### src/rtl/mmio_pkg.sv
`default_nettype none
// ============================================================================
// Package     : mmio_pkg
// Description : Shared select encoding, default I/O address map and the
//               address decode helper for the CPU data-memory bridge.
// Revision    : 1.0 - initial release
// ============================================================================
package mmio_pkg;

  // Target of a CPU data access; SEL_RAM is the pass-through default.
  typedef enum logic [1:0] {
    SEL_RAM   = 2'd0,
    SEL_INPUT = 2'd1,
    SEL_SEG1  = 2'd2,
    SEL_SEG2  = 2'd3
  } io_sel_t;

  // Reserved low addresses; everything else belongs to RAM.
  localparam logic [15:0] C_INPUT_BEGIN = 16'h0000;
  localparam logic [15:0] C_SEG1_BEGIN  = 16'h0001;
  localparam logic [15:0] C_SEG2_BEGIN  = 16'h0002;

  // Exact 16-bit match against each I/O address; no aliasing or wrap.
  function automatic io_sel_t decode_addr(input logic [15:0] addr,
                                          input logic [15:0] a_input,
                                          input logic [15:0] a_seg1,
                                          input logic [15:0] a_seg2);
    io_sel_t sel;
    sel = SEL_RAM;
    if (addr == a_input)     sel = SEL_INPUT;
    else if (addr == a_seg1) sel = SEL_SEG1;
    else if (addr == a_seg2) sel = SEL_SEG2;
    return sel;
  endfunction

endpackage
`default_nettype wire

### src/rtl/mmio_bridge_debouncer.sv
`default_nettype none
// ============================================================================
// Module      : input_debouncer
// Description : Two-flop synchronizer plus whole-word stability counter for
//               the 16 switch inputs. A new word is accepted only after it
//               has been seen unchanged for DEBOUNCE_CYCLES further edges.
// Revision    : 1.0 - initial release
// ============================================================================
module input_debouncer #(
  parameter logic [15:0] DEBOUNCE_CYCLES = 16'd50000
) (
  input  logic        clock,
  input  logic        reset_n,
  input  logic [15:0] raw,
  output logic [15:0] stable
);

  localparam logic [15:0] C_CNT_LAST = DEBOUNCE_CYCLES - 16'd1;

  logic [15:0] sync1_q, sync1_d;
  logic [15:0] sync2_q, sync2_d;
  logic [15:0] cand_q,  cand_d;
  logic [15:0] cnt_q,   cnt_d;
  logic [15:0] stable_q, stable_d;

  // Next state: restart the count on any change, promote after a full run.
  always_comb begin
    sync1_d  = raw;
    sync2_d  = sync1_q;
    cand_d   = cand_q;
    cnt_d    = cnt_q;
    stable_d = stable_q;
    if (sync2_q != cand_q) begin
      cand_d = sync2_q;
      cnt_d  = '0;
    end else if (cnt_q == C_CNT_LAST) begin
      stable_d = cand_q;
    end else begin
      cnt_d = cnt_q + 16'd1;
    end
  end

  // State registers with synchronous active-low clear.
  always_ff @(posedge clock) begin
    if (!reset_n) begin
      sync1_q  <= '0;
      sync2_q  <= '0;
      cand_q   <= '0;
      cnt_q    <= '0;
      stable_q <= '0;
    end else begin
      sync1_q  <= sync1_d;
      sync2_q  <= sync2_d;
      cand_q   <= cand_d;
      cnt_q    <= cnt_d;
      stable_q <= stable_d;
    end
  end

  assign stable = stable_q;

endmodule
`default_nettype wire

### src/rtl/mmio_bridge.sv
`default_nettype none
// ============================================================================
// Module      : mmio_bridge
// Description : Decodes the CPU data address into switch input, two display
//               registers or RAM pass-through. I/O reads travel through a
//               tag pipeline as deep as the RAM latency so the CPU sees every
//               read after the same number of edges regardless of target.
// Revision    : 1.0 - initial release
// ============================================================================
module mmio_bridge
  import mmio_pkg::*;
#(
  parameter logic [15:0] INPUT_BEGIN     = C_INPUT_BEGIN,
  parameter logic [15:0] SEG1_BEGIN      = C_SEG1_BEGIN,
  parameter logic [15:0] SEG2_BEGIN      = C_SEG2_BEGIN,
  parameter int unsigned READ_LATENCY    = 2,
  parameter logic [15:0] DEBOUNCE_CYCLES = 16'd50000
) (
  input  logic        clock,
  input  logic        reset_n,
  input  logic [15:0] cpu_address,
  input  logic        cpu_wren,
  input  logic [15:0] cpu_data,
  output logic [15:0] cpu_q,
  output logic [15:0] ram_address,
  output logic        ram_wren,
  output logic [15:0] ram_data,
  input  logic [15:0] ram_q,
  input  logic [15:0] sw_in,
  output logic [15:0] SEG1,
  output logic [15:0] SEG2
);

  localparam int unsigned C_TAIL = READ_LATENCY - 1;

  io_sel_t     w_sel;
  logic [15:0] w_stable;
  logic [15:0] seg1_q, seg1_d;
  logic [15:0] seg2_q, seg2_d;
  logic [15:0] io_val_d;
  io_sel_t     sel_pipe_q [READ_LATENCY];
  logic [15:0] val_pipe_q [READ_LATENCY];

  input_debouncer #(
    .DEBOUNCE_CYCLES (DEBOUNCE_CYCLES)
  ) u_debouncer (
    .clock   (clock),
    .reset_n (reset_n),
    .raw     (sw_in),
    .stable  (w_stable)
  );

  assign w_sel       = decode_addr(cpu_address, INPUT_BEGIN, SEG1_BEGIN, SEG2_BEGIN);
  assign ram_address = cpu_address;
  assign ram_data    = cpu_data;
  // I/O addresses must never disturb the RAM contents behind them.
  assign ram_wren    = (w_sel == SEL_RAM) ? cpu_wren : 1'b0;

  // Display register loads, and the value an I/O read captures this edge
  // (display reads see the value being written in the same cycle).
  always_comb begin
    seg1_d   = seg1_q;
    seg2_d   = seg2_q;
    io_val_d = '0;
    if (cpu_wren && (w_sel == SEL_SEG1)) seg1_d = cpu_data;
    if (cpu_wren && (w_sel == SEL_SEG2)) seg2_d = cpu_data;
    case (w_sel)
      SEL_INPUT: io_val_d = w_stable;
      SEL_SEG1:  io_val_d = seg1_d;
      SEL_SEG2:  io_val_d = seg2_d;
      default:   io_val_d = '0;
    endcase
  end

  // Display registers; reset wins over a simultaneous write.
  always_ff @(posedge clock) begin
    if (!reset_n) begin
      seg1_q <= '0;
      seg2_q <= '0;
    end else begin
      seg1_q <= seg1_d;
      seg2_q <= seg2_d;
    end
  end

  // Read-tag pipeline; reset drops in-flight I/O reads back to RAM pass-through.
  always_ff @(posedge clock) begin
    if (!reset_n) begin
      for (int i = 0; i < READ_LATENCY; i++) begin
        sel_pipe_q[i] <= SEL_RAM;
        val_pipe_q[i] <= '0;
      end
    end else begin
      sel_pipe_q[0] <= w_sel;
      val_pipe_q[0] <= io_val_d;
      for (int i = 1; i < READ_LATENCY; i++) begin
        sel_pipe_q[i] <= sel_pipe_q[i-1];
        val_pipe_q[i] <= val_pipe_q[i-1];
      end
    end
  end

  assign cpu_q = (sel_pipe_q[C_TAIL] == SEL_RAM) ? ram_q : val_pipe_q[C_TAIL];
  assign SEG1  = seg1_q;
  assign SEG2  = seg2_q;

endmodule
`default_nettype wire
### config.mk
export PLATFORM = sky130hd
export DESIGN_NAME = mmio_bridge
export DESIGN_NICKNAME = d
export VERILOG_FILES = /design/src/rtl/mmio_pkg.sv /design/src/rtl/mmio_bridge_debouncer.sv /design/src/rtl/mmio_bridge.sv
export SDC_FILE = /design/constraint.sdc
export NUM_CORES = 1
export LEC_CHECK = 0
export ABC_AREA = 0
export CAP_MARGIN = 20
export CORE_MARGIN = 2
export CORE_UTILIZATION = 34
export DETAILED_ROUTE_END_ITERATION = 8
export MAX_ROUTING_LAYER = met4
export PLACE_DENSITY_LB_ADDON = 0.2
export SYNTH_ARGS = -nofsm -noshare
export SYNTH_HDL_FRONTEND = slang
export SYNTH_HIERARCHICAL = 1
export SYNTH_SLANG_ARGS = --single-unit
### constraint.sdc
create_clock -name clock -period 1.9 [get_ports clock]
set_input_delay 0.285 -clock clock [delete_from_list [all_inputs] [get_ports clock]]
set_output_delay 0.285 -clock clock [all_outputs]
set_load 0.01 [all_outputs]
==> results.tsv, run 1 <==
stage	metric	value	unit
cells_and_area	post_route_cells_drive_above_1_share	0.182	
clock_network	worstSkewPairLatency	0.41	ns
synth	synth-warning-count	6	
clock_network	root_buffer	clkbuf_16	
synth	yosysUniqueCellTypes	40	
die	die_x	139	um
timing	hold_viol_final	0	
grt	antenna_found_initial	0	
clock_network	clockBufferDepth	2	
timing	fin_skew	0.00510	ns
synth	yosys_register_bits	148	
power_and_ir_drop	power	6.98	mW
synth	synth_ff_type	dfxtp_1	
cells_and_area	fin_util	0.473	
synth	synth_area	6180	sq um
route	drt_pass1_iterations	4	
cells_and_area	nNetsFinal	808	
power_and_ir_drop	leakage	3.29	nW
cells_and_area	area_growth	36.8	%
timing	post-route-period-util	1.01	
synth	ys_seq_area_frac	0.479	
hold_path	min_path_cells	3	
run_status	status	finished, violations left	
synth	synthArstFlopShare	0	
route	drc	0	
critical_path	path_max_fanout	8	
synth	yosys-top-cells-count	148 x dfxtp_1, 87 x nand2_1, 66 x and2_1, 65 x mux2i_1, 34 x nor2_1	
die	rows	49	
grt	grt_pass1_vias	4567	
timing	finalSetupTns	-0.0358	ns
cells_and_area	fin_cells	982	
critical_path	crit_path_end_kind	flip-flop	
critical_path	critPathKind	reg2reg	
clock_network	htreeDepth	4	
critical_path	crit_chain	or4b_4 > nor4_4 > and4_4 > buf_12 > mux2i_1	
clock_network	cts_sinks	148	
timing	max_slew_margin	0.684	
place	place_hpwl	9970	um
place	dp.cells	944	
cells_and_area	seq_area	2970	sq um
die	top_level_ports	148	
grt	grt-ovfl-total	0	
critical_path	reg2regPathDepth	5	
critical_path	cp-start-kind	flip-flop	
route	vias_per_cell	4.65	
place	place.gp.congestion	0.756	
synth	syn_inst	606	
critical_path	slowest_stage	or4b_4	
critical_path	path_depth	5	
timing	clock.fmax	521	MHz
timing	tightest_slew	0.475	ns
route	wl_per_cell	14.4	um
route	drt_iter0_drc	196	
timing	period_needed	1.92	ns
synth	synth.top_cells.by_area	dfxtp_1 48%, mux2i_1 11%, and2_1 6.7%	
power_and_ir_drop	powerDensity	825	nW/um^2
cells_and_area	multiInputGateArea	2840	sq um
cells_and_area	fill_cells	1667	
timing	setup_viol	7	
clock_network	cts_made_buffers	17	
hold_path	hold_class	in2reg	
die	start_util	0.345	
synth	yosysTopAreaCell	dfxtp_1	
power_and_ir_drop	ir_worst_vdd	0.000728	V
route	wirelength	14200	um
grt	grt_max_degree	53	
critical_path	cp_num_buf_inv	1	
synth	synth.net_count	674	
timing	slew_viol_final	0	
synth	syn_area_per_cell	10.2	sq um
clock_network	cts_tree	built	
route	vias	4567	
clock_network	clkTransAtPathRegs	0.06	ns
synth	synth_most_common_cell	dfxtp_1	
die	die_h	139	um
synth	synth_top_cell_area_share	0.479	
critical_path	crit_family	simple AND/OR/NAND/NOR gates	
grt	grt_first_pass_wirelength	23000	um
synth	synth-edff-count	0	
die	core_area	17900	sq um
job	drv_cap	0	
grt	grtUsageTotal	0.151	
run_status	failed_checks	negative setup slack	
timing	setup_ws	-0.0188	ns
critical_path	required	2.24	ns
critical_path	cpPeakStageDelay	0.54	ns
critical_path	crit_arrival	2.26	ns
timing	rsz0062_at_grt	true	
cells_and_area	antennaDiodeCount	0	
route	antenna_left	0	
die	fp.dieArea	19300	sq um
place	portBuffers	147	
==> state kept, by name (all words and copies together), names as in the netlist <==
signal and count:
val_pipe_q 32, SEG1 16, SEG2 16, u_debouncer/cand_q 16
u_debouncer/cnt_q 16, u_debouncer/stable 16, u_debouncer/sync1_q 16, u_debouncer/sync2_q 16
sel_pipe_q 4
==> worst paths after layout <==
kind / from / to / slack, ns
min reg2reg: u_debouncer/sync1_q[2] / u_debouncer/sync2_q[2] / 0.42
min: reset_n / u_debouncer/cnt_q[1] / 0.28
max reg2reg: u_debouncer/cnt_q[4] / u_debouncer/stable[7] / -0.02
max: u_debouncer/cnt_q[4] / u_debouncer/stable[7] / -0.02
==> metrics by stage <==
| stage | instance area [sq um] | hold WS [ns] | setup WS (ns) |
|---|---|---|---|
| after floorplan | 6180 | 0.361 | 0.000930 |
| after global placement | 7800 | 0.415 | -0.456 |
| after detailed placement | 7800 | 0.417 | -0.489 |
| after CTS | 8430 | 0.250 | -0.0407 |
| after global routing | 8460 | 0.285 | -0.0748 |
| final | 8460 | 0.280 | -0.0188 |
==> cell usage in the layout, fill, tap and decap left out, types with 3 or more instances in the layout <==
cell type        count
buf_2               18
nor2_1              33
or4_4                4
mux2_2              32
mux2i_1             65
buf_4               24
o2bb2ai_1           16
dfxtp_2              3
dfxtp_1            145
and3_1               4
clkbuf_8             4
nand4_1              6
nor4_4               4
dlygate4sd2_1        6
dlymetal6s2s_1       5
clkinv_2             3
nand2_1             87
buf_12               7
clkdlybuf4s50_1    117
a22oi_1             16
clkbuf_1             3
and2_1              66
xor2_1               9
clkbuf_16           17
xnor2_1             20
nand3_1              4
==> timing repair <==
action | 4_1_cts | 5_1_grt
hold buffers | 0 | 0
buffers inserted | 3 | 1
gates cloned | 2 | 0
pin swaps | 8 | 6
setup endpoints to repair | 46 | 36
gates resized for setup | 87 | 10
==> worst register-to-register path: stages, from the launching register on <==
cell     delay, ns
dfxtp_2       0.32
or4b_4        0.54
nor4_4        0.31
and4_4        0.33
buf_12        0.15
mux2i_1       0.20
==> report_power, final <==
part | leakage, nW | internal, mW | switching (mW)
Combinational | 1.80 | 0.297 | 0.222
Clock | 0.286 | 2.07 | 1.23
Sequential | 1.20 | 3.15 | 0.0188
Total | 3.29 | 5.51 | 1.47
==> layer usage <==
metal	up-vias	wire [um]	GRT usage
li1	2294	-	-
met1	2140	6490	0.186
met2	112	6740	0.237
met3	21	632	0.0373
met4	0	281	0.0659
met5	-	0	-
==> layout make-up <==
type / instances / area share
tap: 229 / 0.0339
multi-input combinational: 391 / 0.336
timing repair buffer: 181 / 0.210
clock buffer: 24 / 0.0581
inverter: 1 / 0.000444
sequential: 148 / 0.351
clock inverter: 8 / 0.0117
==> cells by family after synthesis <==
| logic type | count (synthesis) | synth area share |
|---|---|---|
| adder cells (fa/ha/maj) | 1 | 0.00202 |
| AND/OR/NAND/NOR | 228 | 0.197 |
| AO/OA/AOI/OAI | 36 | 0.0465 |
| buffers and inverters | 67 | 0.0708 |
| XOR/XNOR | 29 | 0.0411 |
| multiplexers | 97 | 0.163 |
| flip-flops | 148 | 0.479 |
(Power assumes the default switching activity.)
==> inputs of run 2 (changes only) <==
Settings changed: REMOVE_ABC_BUFFERS set to 1.
==> run 2 against run 1 <==
Critical path type unchanged. Critical path depth unchanged. Count of clock-buffer cells in the layout decreased by 1. Clock power increased by 2%. Worst setup slack improved by 0.061 ns. Wire length increased by 1.6%. Non-clock buffer count increased by 2. Maximum frequency increased by 3.3%. Final cell count increased by 0.10%. Combinational power increased by 7.9%. First-iteration DRC count increased by 30%. The run now ends clean. Highest routed layer unchanged.
==> results.tsv, run 2 (synthesized netlist as in run 1, its figures left out) <==
stage	metric	value	unit	change
cells_and_area	largest_reg_flops	32		unchanged
critical_path	cpPeakStageDelay	0.54	ns	about the same
clock_network	cts_tree	built		
cells_and_area	layout_common_cells	142 x dfxtp_1, 116 x clkdlybuf4s50_1, 87 x nand2_1		
cells_and_area	fill_cells	1626		-2.5%
grt	grt_max_degree	78		+47%
route	wirelength	14400	um	+1.6%
critical_path	cp-start-kind	flip-flop		
critical_path	reg2reg_slack	0.04	ns	+0.06 ns
cells_and_area	multiInputGateArea	2900	sq um	+2.1%
cells_and_area	nNetsFinal	810		+0.25%
timing	max_slew_margin	0.727		+0.0436
critical_path	crit_path_end_kind	flip-flop		
route	drc	0		unchanged
critical_path	reg2regPathDepth	5		unchanged
timing	clock.fmax	538	MHz	+3.3%
clock_network	cts_sinks	148		unchanged
clock_network	clkTransAtPathRegs	0.06	ns	about the same
clock_network	cts_made_buffers	17		unchanged
timing	post-route-period-util	0.978		-0.0320
cells_and_area	stdcell_area	8630	sq um	+1.9%
place	dpl_cell_area	7820	sq um	+0.24%
timing	tightest_slew	0.409	ns	-0.0656 ns
cells_and_area	top_register	val_pipe_q		
power_and_ir_drop	leakage	3.38	nW	+2.8%
critical_path	critPathKind	reg2reg		
cells_and_area	post_route_cells_drive_above_1_share	0.187		+0.00506
die	start_util	0.345		unchanged
critical_path	r2r-end	u_debouncer/stable[5]		
hold_path	min_path_cells	2		-1
grt	grt_first_pass_wirelength	23700	um	+2.9%
route	drt_iter0_drc	254		+30%
grt	grt-ovfl-total	0		unchanged
die	fp.dieArea	19300	sq um	unchanged
cells_and_area	antennaDiodeCount	0		unchanged
cells_and_area	final_common_cell	dfxtp_1		
die	core_area	17900	sq um	unchanged
critical_path	crit_chain	or4b_4 > nor4_4 > and4_4 > clkbuf_16 > mux2i_1		
critical_path	crit_family	simple AND/OR/NAND/NOR gates		
clock_network	htreeDepth	4		unchanged
route	antenna_left	0		unchanged
die	die_h	139	um	unchanged
timing	rsz0062_at_grt	true		
hold_path	min_to	u_debouncer/sync2_q[8]		
die	top_level_ports	148		unchanged
critical_path	crit_arrival	2.21	ns	-0.05 ns
cells_and_area	fin_util	0.482		+0.00908
cells_and_area	seq_area	2970	sq um	+0.13%
grt	grt_pass1_vias	4704		+3.0%
timing	setup_viol	0		-7
die	die_x	139	um	unchanged
critical_path	required	2.25	ns	about the same
job	drv_cap	0		unchanged
place	place.gp.congestion	0.753		-0.37%
route	wl_per_cell	14.6	um	+1.5%
clock_network	clockBufferDepth	2		unchanged
place	portBuffers	147		unchanged
timing	period_needed	1.86	ns	-0.0608 ns
critical_path	reg2reg_from	u_debouncer/cnt_q[4]		
die	rows	49		unchanged
route	drt_pass1_iterations	4		unchanged
critical_path	cp_num_buf_inv	1		unchanged
place	place_hpwl	10000	um	+0.49%
place	place_ws	-0.587	ns	-0.0983 ns
grt	antenna_found_initial	0		unchanged
run_status	status	complete, no violations		
clock_network	root_buffer	clkbuf_16		
clock_network	worstSkewPairLatency	0.42	ns	about the same
grt	grtUsageTotal	0.157		+0.00551
timing	hold_viol_final	0		unchanged
timing	fin_skew	0.00719	ns	+0.00208 ns
power_and_ir_drop	ir_worst_vdd	0.000617	V	-15%
timing	slew_viol_final	0		unchanged
critical_path	path_max_fanout	8		unchanged
cells_and_area	area_growth	39.5	%	
route	vias_per_cell	4.62		-0.63%
hold_path	hold_path_startpoint	reset_n		
critical_path	slowest_stage	or4b_4		
timing	setup_ws	0.0420	ns	+0.0608 ns
power_and_ir_drop	powerDensity	822	nW/um^2	-0.33%
hold_path	hold_class	in2reg		
route	vias	4543		-0.53%
run 2: area by class of cell:
type | count | share of cell area
Clock inverter | 8 | 0.0147
Inverter | 1 | 0.000435
Tap cell | 229 | 0.0332
Sequential cell | 148 | 0.344
Multi-Input combinational cell | 391 | 0.336
Timing Repair Buffer | 183 | 0.217
Clock buffer | 23 | 0.0543
run 2: how the worst max path moves through the flow:
stage,to,start,cells past startpoint,slack [ns]
final,u_debouncer/stable[5],u_debouncer/cnt_q[4],5,0.04
after global routing,u_debouncer/stable[1],u_debouncer/cnt_q[4],5,-0.03
after CTS,ram_wren,cpu_address[11],5,-0.05
after detailed placement,SEG1[6],cpu_address[10],7,-0.59
after global placement,SEG1[9],cpu_address[11],7,-0.53
after floorplan,SEG1[0],cpu_address[11],4,-0.79
run 2: repair_timing:
| item | CTS | global route |
|---|---|---|
| hold buffers | 0 | 0 |
| resized for setup | 90 | 39 |
| gates cloned | 0 | 1 |
| pin swaps | 6 | 10 |
| setup endpoints to repair | 50 | 67 |
| buffers inserted | 7 | 0 |
| endpoints found under the hold margin | 0 | 0 |
run 2: report_power, final:
part,internal (mW),total [mW],switching (mW)
Clock,2.13,3.37,1.24
Sequential,3.15,3.16,0.0183
Combinational,0.330,0.560,0.231
Total,5.60,7.09,1.49
run 2: stage by stage:
| step | setup TNS [ns] | total power, mW | hold slack (ns) | std cells |
|---|---|---|---|---|
| finish | 0 | 7.09 | 0.264 | 983 |
| global placement | -20.58 | 3.78 | 0.416 | 944 |
| detailed placement | -21.80 | 3.79 | 0.418 | 944 |
| CTS | -0.113 | 7.17 | 0.247 | 982 |
| floorplan | -20.02 | 3.38 | 0.361 | 540 |
| global route | -0.211 | 7.39 | 0.249 | 983 |
run 2: routing by layer:
layer | vias to the layer above | global-route usage | share of wire
met5 | - | - | 0
met4 | 0 | 0.0638 | 0.016
met3 | 17 | 0.0456 | 0.043
met2 | 106 | 0.252 | 0.49
met1 | 2139 | 0.185 | 0.45
li1 | 2281 | - | -
run 2: worst reg2reg max path, delay by kind of cell, from the launching register on:
kind / cells / cell delay [ns]
buffers and inverters: 1 / 0.17
flip-flops: 1 / 0.32
multiplexers: 1 / 0.18
AND/OR/NAND/NOR: 3 / 1.12
==> inputs of run 3 (changes only) <==
Settings changed: CORE_UTILIZATION 34 to 35, GPL_ROUTABILITY_DRIVEN set to 0.
==> run 3 against run 2 <==
The flow now finishes with violations (negative setup slack). Total power fell by 4.2%. First-iteration DRC count down 8.7%. Combinational power is 4.8% lower. Clock power decreased by 8.0%. Clock skew fell by 0.0015 ns. Sequential share of layout area grew 0.84 points. Critical path depth up 2. Non-clock buffer count increased by 2. Sequential power hardly changed. Final cell count fell by 0.41%. Sequential cell count is the same. Critical path type unchanged. Largest cell class unchanged.
==> results.tsv, run 3 (synthesized netlist as in run 1, its figures left out) <==
stage	metric	value	unit	change
grt	grt_max_degree	46		-41%
route	vias	4500		-0.95%
power_and_ir_drop	pwr-share-clk	0.456		-0.019
run_status	status	finished, violations left		
timing	rsz0062_at_grt	true		
power_and_ir_drop	power	6.79	mW	-4.2%
timing	period_needed	1.91	ns	+0.0516 ns
cells_and_area	stdcell_area	8410	sq um	-2.6%
timing	post-route-period-util	1.01		+0.0272
timing	slew_viol_final	0		unchanged
hold_path	hold_path_startpoint	reset_n		
grt	grt_first_pass_wirelength	22800	um	-3.6%
timing	clock.fmax	524	MHz	-2.7%
cells_and_area	post_route_cells_drive_above_1_share	0.186		-0.00133
critical_path	critPathKind	reg2reg		
job	drv_cap	0		unchanged
critical_path	path_max_fanout	8		unchanged
cells_and_area	fill_cells	1611		-0.92%
cells_and_area	antennaDiodeCount	0		unchanged
run_status	failed_checks	negative setup slack		
cells_and_area	top_register	val_pipe_q		
die	start_util	0.358		+0.0121
power_and_ir_drop	p_comb_frac	0.079		about the same
timing	tightest_slew	0.485	ns	+0.0757 ns
cells_and_area	largest_reg_flops	32		unchanged
critical_path	reg2regPathDepth	7		+2
route	vias_per_cell	4.60		-0.54%
power_and_ir_drop	p_seq_frac	0.466		+0.020
die	die_x	137	um	-1.4%
grt	grt-ovfl-total	0		unchanged
timing	setup_ws	-0.00962	ns	-0.0516 ns
power_and_ir_drop	switchingPower	1.45	mW	-2.3%
clock_network	cts_made_buffers	17		unchanged
critical_path	cp-start-kind	flip-flop		
hold_path	min_path_cells	2		unchanged
grt	grtUsageTotal	0.162		+0.00453
timing	finalSetupTns	-0.0156	ns	-0.0156 ns
place	dpl_cell_area	7810	sq um	about the same
clock_network	root_buffer	clkbuf_16		
hold_path	hold_class	in2reg		
cells_and_area	area_growth	35.9	%	
power_and_ir_drop	sw_frac_of_total	0.214		+0.00408
critical_path	cpPeakStageDelay	0.38	ns	-0.16 ns
power_and_ir_drop	powerDensity	808	nW/um^2	-1.7%
critical_path	reg2reg_from	u_debouncer/cand_q[2]		
die	top_level_ports	148		unchanged
clock_network	htreeDepth	4		unchanged
clock_network	cts_tree	built		
grt	grt_pass1_vias	4558		-3.1%
timing	setup_viol	2		+2
clock_network	clockBufferDepth	2		unchanged
critical_path	slowest_stage	nor4_2		
timing	max_slew_margin	0.675		-0.0523
grt	antenna_found_initial	0		unchanged
critical_path	required	2.24	ns	about the same
route	antenna_left	0		unchanged
clock_network	clkTransAtPathRegs	0.06	ns	about the same
power_and_ir_drop	ir_worst_vdd	0.000704	V	+14%
die	die_h	137	um	-1.4%
timing	hold_viol_final	0		unchanged
route	drc	0		unchanged
clock_network	worstSkewPairLatency	0.41	ns	about the same
critical_path	crit_family	simple AND/OR/NAND/NOR gates		
die	core_area	17300	sq um	-3.4%
route	drt_iter0_drc	232		-8.7%
cells_and_area	fin_util	0.486		+0.00414
critical_path	setup.worst_path.start	u_debouncer/cand_q[2]		
die	fp.dieArea	18700	sq um	-2.8%
cells_and_area	final_common_cell	dfxtp_1		
route	drt_pass1_iterations	4		unchanged
power_and_ir_drop	leakage	3.27	nW	-3.4%
critical_path	cp_num_buf_inv	2		+1
cells_and_area	layout_common_cells	146 x dfxtp_1, 117 x clkdlybuf4s50_1, 87 x nand2_1		
place	portBuffers	147		unchanged
timing	fin_skew	0.00572	ns	-0.00147 ns
cells_and_area	nNetsFinal	812		+0.25%
die	rows	48		-2.0%
place	place_hpwl	10000	um	about the same
clock_network	cts_sinks	148		unchanged
critical_path	path_depth	7		+2
critical_path	crit_path_end_kind	flip-flop		
critical_path	crit_arrival	2.25	ns	+0.04 ns
route	wl_per_cell	14.5	um	-0.77%
power_and_ir_drop	intPower	5.34	mW	-4.7%
critical_path	crit_chain	xnor2_1 > nand4_1 > nor4_2 > buf_4 > and4_4 > clkbuf_16 > mux2i_1		
route	wirelength	14200	um	-1.2%
## run 3: area by class of cell
type | instances | area [sq um] | share of cell area
clock buffer | 17 | 425 | 0.0506
sequential | 148 | 2970 | 0.353
timing repair buffer | 185 | 1770 | 0.211
tap | 225 | 282 | 0.0335
clock inverter | 12 | 118 | 0.0140
multi-input combinational | 391 | 2840 | 0.338
inverter | 1 | 3.75 | 0.000447
## run 3: worst paths after layout
kind	endpoint	slack (ns)
hold / removal	u_debouncer/sync1_q[15]	0.26
setup reg to reg	u_debouncer/stable[11]	-0.01
hold reg to reg	u_debouncer/sync2_q[10]	0.43
setup / recovery	u_debouncer/stable[11]	-0.01
## run 3: power groups by stage
stage          sequential (mW)  clock, mW  combinational, mW
2_1_floorplan             3.23          0              0.152
3_3_place_gp              3.23          0              0.551
3_5_place_dp              3.23          0              0.559
4_1_cts                   3.16       3.18              0.538
5_1_grt                   3.17       3.33              0.577
6_report                  3.16       3.10              0.533
## run 3: timing repair
action,CTS,global route
hold buffers,0,0
pin swaps,6,7
setup endpoints to repair,27,67
gates resized for setup,85,10
setup buffers,3,4
cloned,1,1
## run 3: through the flow
step / hold WS (ns) / cells / worst slack [ns]
after floorplan: 0.361 / 540 / -0.791
after global placement: 0.417 / 943 / -0.462
after detailed placement: 0.419 / 943 / -0.472
after CTS: 0.242 / 976 / -0.00406
after global routing: 0.253 / 979 / -0.0988
final: 0.261 / 979 / -0.00962
## run 3: per-layer routing
metal	global-route usage	wire length, um	part of all wire
met1	0.200	6580	0.46
met2	0.253	6770	0.48
met3	0.0430	664	0.047
met4	0.0607	194	0.014
met5	-	0	0
